$ cat src/rtl/shift_pkg.sv
// shift_pkg: shared types and constants for the shift issue stage
package shift_pkg;

   localparam int DEFAULT_WIDTH = 64;
   localparam int DEFAULT_SHW   = $clog2(DEFAULT_WIDTH);

   typedef enum logic [1:0] {SLL = 2'd0, SRL = 2'd1, SLA = 2'd2, SRA = 2'd3} shift_op_t;

   typedef enum logic [1:0] {EMPTY = 2'd0, ONE = 2'd1, FULL = 2'd2} fifo_state_t;

   typedef struct packed {
      logic [DEFAULT_WIDTH-1:0] data;
      logic [DEFAULT_SHW-1:0]   shamt;
      shift_op_t                op;
      logic                     fill;
   } issue_entry_t;

   // Arithmetic ops replicate the sign bit into vacated positions; logical ops use zero.
   function automatic logic fill_of(input shift_op_t op, input logic msb);
      return (op == SLA || op == SRA) ? msb : 1'b0;
   endfunction

endpackage

$ cat src/rtl/shift_issue_fifo.sv
// shift_issue_fifo: generic 2-entry skid FIFO, oldest entry presented, zero output when empty
module shift_issue_fifo
   import shift_pkg::*;
#(
   parameter int DW = 8
) (
   input  logic          clk,
   input  logic          rst_n,
   input  logic          flush,
   input  logic          i_valid,
   output logic          o_ready,
   input  logic [DW-1:0] i_data,
   output logic          o_valid,
   input  logic          i_ready,
   output logic [DW-1:0] o_data,
   output logic          o_push
);

   fifo_state_t   r_state, w_state;
   logic [DW-1:0] r_head, r_tail, w_head, w_tail;
   logic          w_push, w_pop;

   assign o_ready = (r_state != FULL);
   assign o_valid = (r_state != EMPTY);
   assign o_data  = o_valid ? r_head : '0;
   assign w_push  = i_valid && o_ready && !flush;
   assign w_pop   = o_valid && i_ready && !flush;
   assign o_push  = w_push;

   // State, head (oldest) and tail registers; reset clears everything immediately.
   always_ff @(posedge clk or negedge rst_n) begin
      if (!rst_n) begin
         r_state <= EMPTY;
         r_head  <= '0;
         r_tail  <= '0;
      end else begin
         r_state <= w_state;
         r_head  <= w_head;
         r_tail  <= w_tail;
      end
   end

   // Next-state and storage update; flush wins over any push or pop in the same cycle.
   always_comb begin
      w_state = r_state;
      w_head  = r_head;
      w_tail  = r_tail;
      if (flush) begin
         w_state = EMPTY;
         w_head  = '0;
         w_tail  = '0;
      end else begin
         case (r_state)
            EMPTY: if (w_push) begin
               w_state = ONE;
               w_head  = i_data;
            end
            ONE: if (w_push && w_pop) begin
               w_head = i_data;
            end else if (w_push) begin
               w_state = FULL;
               w_tail  = i_data;
            end else if (w_pop) begin
               w_state = EMPTY;
               w_head  = '0;
            end
            FULL: if (w_pop) begin
               w_state = ONE;
               w_head  = r_tail;
               w_tail  = '0;
            end
            default: begin
               w_state = EMPTY;
               w_head  = '0;
               w_tail  = '0;
            end
         endcase
      end
   end

endmodule

$ cat src/rtl/shift_issue_stage.sv
// shift_issue_stage: decode/fill generation in front of a 2-entry skid FIFO; SHIFT_ISSUE_STATS_EN adds counters
module shift_issue_stage
   import shift_pkg::*;
#(
   parameter int WIDTH = DEFAULT_WIDTH,
   parameter int SHW   = $clog2(WIDTH)
) (
   input  logic             clk,
   input  logic             rst_n,
   input  logic             flush,
   input  logic             in_valid,
   output logic             in_ready,
   input  logic [WIDTH-1:0] in_data,
   input  logic [SHW-1:0]   in_shamt,
   input  shift_op_t        in_op,
   output logic             out_valid,
   input  logic             out_ready,
   output logic [WIDTH-1:0] out_data,
   output logic [SHW-1:0]   out_sig,
   output shift_op_t        out_op,
   output logic             out_fill
`ifdef SHIFT_ISSUE_STATS_EN
   ,
   output logic [31:0]      stat_accepted,
   output logic [31:0]      stat_stall
`endif
);

   localparam int EW = WIDTH + SHW + 3;

   logic [EW-1:0] w_in, w_out;
   logic          w_push;

   assign w_in = {in_data, in_shamt, in_op, fill_of(in_op, in_data[WIDTH-1])};

   shift_issue_fifo #(.DW(EW)) u_fifo (
      .clk     (clk),
      .rst_n   (rst_n),
      .flush   (flush),
      .i_valid (in_valid),
      .o_ready (in_ready),
      .i_data  (w_in),
      .o_valid (out_valid),
      .i_ready (out_ready),
      .o_data  (w_out),
      .o_push  (w_push)
   );

   assign out_data = w_out[EW-1 -: WIDTH];
   assign out_sig  = w_out[SHW+2 -: SHW];
   assign out_op   = shift_op_t'(w_out[2:1]);
   assign out_fill = w_out[0];

`ifdef SHIFT_ISSUE_STATS_EN
   logic [31:0] r_accepted, r_stall;

   assign stat_accepted = r_accepted;
   assign stat_stall    = r_stall;

   // Free-running wrap-around counters of accepted pushes and backpressured cycles; flush-independent.
   always_ff @(posedge clk or negedge rst_n) begin
      if (!rst_n) begin
         r_accepted <= '0;
         r_stall    <= '0;
      end else begin
         r_accepted <= r_accepted + {31'd0, w_push};
         r_stall    <= r_stall + {31'd0, out_valid && !out_ready};
      end
   end
`else
   logic w_unused;
   assign w_unused = w_push;
`endif

endmodule

$ cat config.mk
export PLATFORM = sky130hd
export DESIGN_NAME = shift_issue_stage
export DESIGN_NICKNAME = d
export VERILOG_FILES = /design/src/rtl/shift_pkg.sv /design/src/rtl/shift_issue_fifo.sv /design/src/rtl/shift_issue_stage.sv
export SDC_FILE = /design/constraint.sdc
export NUM_CORES = 1
export LEC_CHECK = 0
export ABC_AREA = 1
export BUFFER_PORTS_ARGS = -buffer_cell sky130_fd_sc_hd__buf_4
export CORE_MARGIN = 10
export CORE_UTILIZATION = 40
export DETAILED_ROUTE_END_ITERATION = 6
export PLACE_DENSITY = 0.64
export RECOVER_POWER = 100
export SYNTH_ARGS = -nofsm -noshare
export SYNTH_HDL_FRONTEND = slang
export SYNTH_SLANG_ARGS = --single-unit
export TNS_END_PERCENT = 50
$ cat constraint.sdc
create_clock -name clk -period 1.7 [get_ports clk]
set_clock_uncertainty 0.15 [all_clocks]
set_input_delay 0 -clock clk [delete_from_list [all_inputs] [get_ports clk]]
set_output_delay 0 -clock clk [all_outputs]
set_load 0.005 [all_outputs]
==> run metrics <==
final standard cell area without fillers=11600 sq um; post-DR wirelength/cell=16.5 um; Total Routed Length=26100 um; number of cell rows=50; series of cell instances along the critical path=buf_6 > nor2_4 > buf_8 > clkbuf_16 > nor2_2 > buf_4; placed cell areas=9200 sq um; maximum number of pins on one net before global-route repair=77; number of H-tree levels=4; run status=finished with violations; fraction of registers with async set/reset=100%; total buffers and inverters traversed by the critical path=4; fraction of layout instances using a drive strength above 1=24.1%; number of max-cap violations=0; area of the placeable core=18600 sq um; minimum clock period=1.88 ns; Hold Violations, Final=0; Gate Count Post-Synth=1073; Yosys cell types=22; post-synthesis share of cell area spent on full adders, half adders and majority gates=0%; Hold/Removal Path Class=primary input to flip-flop; Flop pwr share=34.9%; Min-Delay Path Depth=4; Post-Place Worst Slack=-0.0534 ns; Setup Crit Path Kind=flip-flop to primary output; worst slew pin tran=0.722 ns; Switching Share=29.9%; Critical-path top delay cell=sky130_fd_sc_hd__dfrtp_2; number of antenna cells inserted=0; launching point of the worst reg2reg path=u_fifo.r_state[0]; number of global-route vias before repair=7337; Peak Freq=533 MHz; # port buffers=151; HPWL after detailed placement=14700 um; top-level port count=152; total standard cell area after synthesis=7510 sq um; residual overflow from global routing=0; data arrival at the endpoint of the critical path=1.73 ns; cell taking the most area after synthesis=sky130_fd_sc_hd__dfrtp_1; final setup vio count=217; Via density=4.80; VDD IR-drop max=816 uV; post-route worst setup slack=-0.176 ns; Avg Synthesized Cell Area=7.00 sq um; Setup TNS Final=-24.47 ns; internal power of the cells=8.24 mW; critical hold path startpoint=in_data[43]; final number of max-transition violations=0; EDFF count, synth=0; switching component of the power=3.52 mW; number of warning messages in the yosys log=0; global-route wire length before repair=38200 um; top library cells by usage in the layout, fill and taps aside=sky130_fd_sc_hd__nand2_1, sky130_fd_sc_hd__buf_4, sky130_fd_sc_hd__dfrtp_1; Main synth FF type=sky130_fd_sc_hd__dfrtp_1; delay of the slowest cell on the worst path=0.41 ns; element type at the critical path start=flip-flop; most common library cell in the layout ignoring fill and taps=sky130_fd_sc_hd__nand2_1; source-to-sink clock delay at the later pin of the worst-skew pair=0.43 ns; initial DRC count=543; worst setup path start=u_fifo.r_state[0]; post-synthesis share of cell area spent on and, or, nand and nor gates=32.7%; synthesized-area fraction occupied by ao, oa, aoi and oai cells=9.11%; portion of the post-synthesis area used by sequential elements=49.3%; remaining max-slew budget at the tightest pin=51.9%; Data required, critical path=1.55 ns; Die Y=157 um; clock buffer count from CTS=17; Overall Global Routing Usage=19.3%; routed via count=7623; initial core utilization=40.4%; violated checks=setup timing; number of storage elements in the synthesis netlist=148; total power per unit cell area=1010 nW/um^2; Crit path max-delay family=buffers and inverters; area fraction of the dominant cell type after synthesis=49.3%; Max clock buf depth=2; Worst path depth=6; P&R area growth vs syn=55.0%; Tcrit/Tclk final=110%; antenna violations before repair=0; kind of capture point of the worst setup path=primary output; path depth of the worst reg2reg path=10; detailed-routing iteration count for the pre-antenna-repair pass=5; Horiz. Die Dim=157 um; CP Max Fanout=6; portion of total power attributed to combinational logic=29.3%; count of nets left with antenna violations after detail routing=0; gp weighted congestion=0.829; portion of netlist area occupied by mux cells=0%; final layout net count=1418; TritonCTS clock tree=built; Hold Slack=0.247 ns; static leakage power=5.84 nW; part of the power in the clock network=35.8%; largest family of logic cells by synthesized area=simple AND/OR/NAND/NOR gates; root buffer cell=sky130_fd_sc_hd__clkbuf_16; RSZ-0062 raised after global routing=true; clock tree sinks=148; synthesized netlist net count=1150; post-CTS clock slew at the launch and capture registers of the worst setup and hold paths=0.06 ns; top cells by area in the synthesized netlist=sky130_fd_sc_hd__dfrtp_1, sky130_fd_sc_hd__nand2_1, sky130_fd_sc_hd__o21ai_0; xor/xnor cell area share of the yosys netlist=0%; post-detailed-route DRC marker count=0; die area=24700 sq um
-- stage by stage --
step / util [%] / std cells / power (mW)
finish: 62.7 / 1588 / 11.8
global route: 62.7 / 1588 / 12.3
CTS: 58.8 / 1558 / 11.1
floorplan: - / 1073 / 5.37
detailed placement: 49.5 / 1439 / 6.48
global placement: 49.5 / 1439 / 6.45
-- repair_timing --
item,in CTS,in global routing
resized for setup,52,89
setup endpoints to repair,169,219
pin swaps,2,8
gates cloned,3,16
hold buffers,77,0
buffers inserted,7,15
endpoints found under the hold margin,296,0
-- worst paths after layout --
kind / end / slack [ns]
worst max-delay path: out_data[30] / -0.18
worst min-delay path: u_fifo.r_tail[52] / 0.25
worst max register to register: u_fifo.r_tail[56] / -0.18
worst min register to register: u_fifo.r_head[6] / 0.33
max in group asynchronous: u_fifo.r_head[70] / 0.09
min in group asynchronous: u_fifo.r_head[66] / 0.58
-- cell families (layout without fill, tap and decap cells) --
logic type | after synthesis | count (layout)
and+or+nand+nor | 636 | 636
buffers and inverters | 165 | 446
DFF | 148 | 148
AOI/OAI and AO/OA | 124 | 124
-- layout make-up --
| type | count | area, sq um |
|---|---|---|
| Tap cell | 234 | 293 |
| Clock buffer | 24 | 482 |
| Timing Repair Buffer | 313 | 3200 |
| Fill cell | 1600 | 6930 |
| Sequential cell | 148 | 3700 |
| Multi-Input combinational cell | 760 | 3410 |
| Clock inverter | 8 | 171 |
| Inverter | 101 | 379 |
-- power by group through the flow --
stage | registers (mW) | logic, mW | clock network [mW]
finish | 4.10 | 3.45 | 4.21
global route | 4.14 | 3.76 | 4.41
CTS | 4.09 | 2.79 | 4.23
detailed placement | 4.15 | 2.33 | 0
global placement | 4.14 | 2.30 | 0
floorplan | 4.10 | 1.27 | 0
-- Yosys cell counts (2+ instances only) --
| cell type | number |
|---|---|
| sky130_fd_sc_hd__buf_1 | 6 |
| sky130_fd_sc_hd__buf_4 | 3 |
| sky130_fd_sc_hd__o21ai_0 | 96 |
| sky130_fd_sc_hd__a22o_1 | 15 |
| sky130_fd_sc_hd__o21ai_1 | 10 |
| sky130_fd_sc_hd__dfrtp_1 | 148 |
| sky130_fd_sc_hd__nand3_1 | 25 |
| sky130_fd_sc_hd__inv_1 | 99 |
| sky130_fd_sc_hd__buf_2 | 29 |
| sky130_fd_sc_hd__nor2_1 | 77 |
| sky130_fd_sc_hd__nor3_1 | 15 |
| sky130_fd_sc_hd__nand2_1 | 514 |
| sky130_fd_sc_hd__nor2_2 | 2 |
| sky130_fd_sc_hd__clkbuf_1 | 26 |
-- worst reg2reg max path: cells and delay by family (launching register included) --
kind	cells	cell delay, ns
AOI/OAI and AO/OA	2	0.31
buffers and inverters	4	0.61
DFF	1	0.41
and+or+nand+nor	4	0.30
-- metal layers --
layer	GRT usage [%]	wire [um]	up-vias
met2	32.8	13000	236
met3	4.09	1550	26
met4	5.16	315	0
met5	0	0	-
li1	-	-	3809
met1	24.3	11300	3552
-- sequential cells by signal (all words and copies together), names as in the netlist --
signal,flops
u_fifo.r_head,73
u_fifo.r_state,2
u_fifo.r_tail,73
Power figures use the tool's default switching activity.
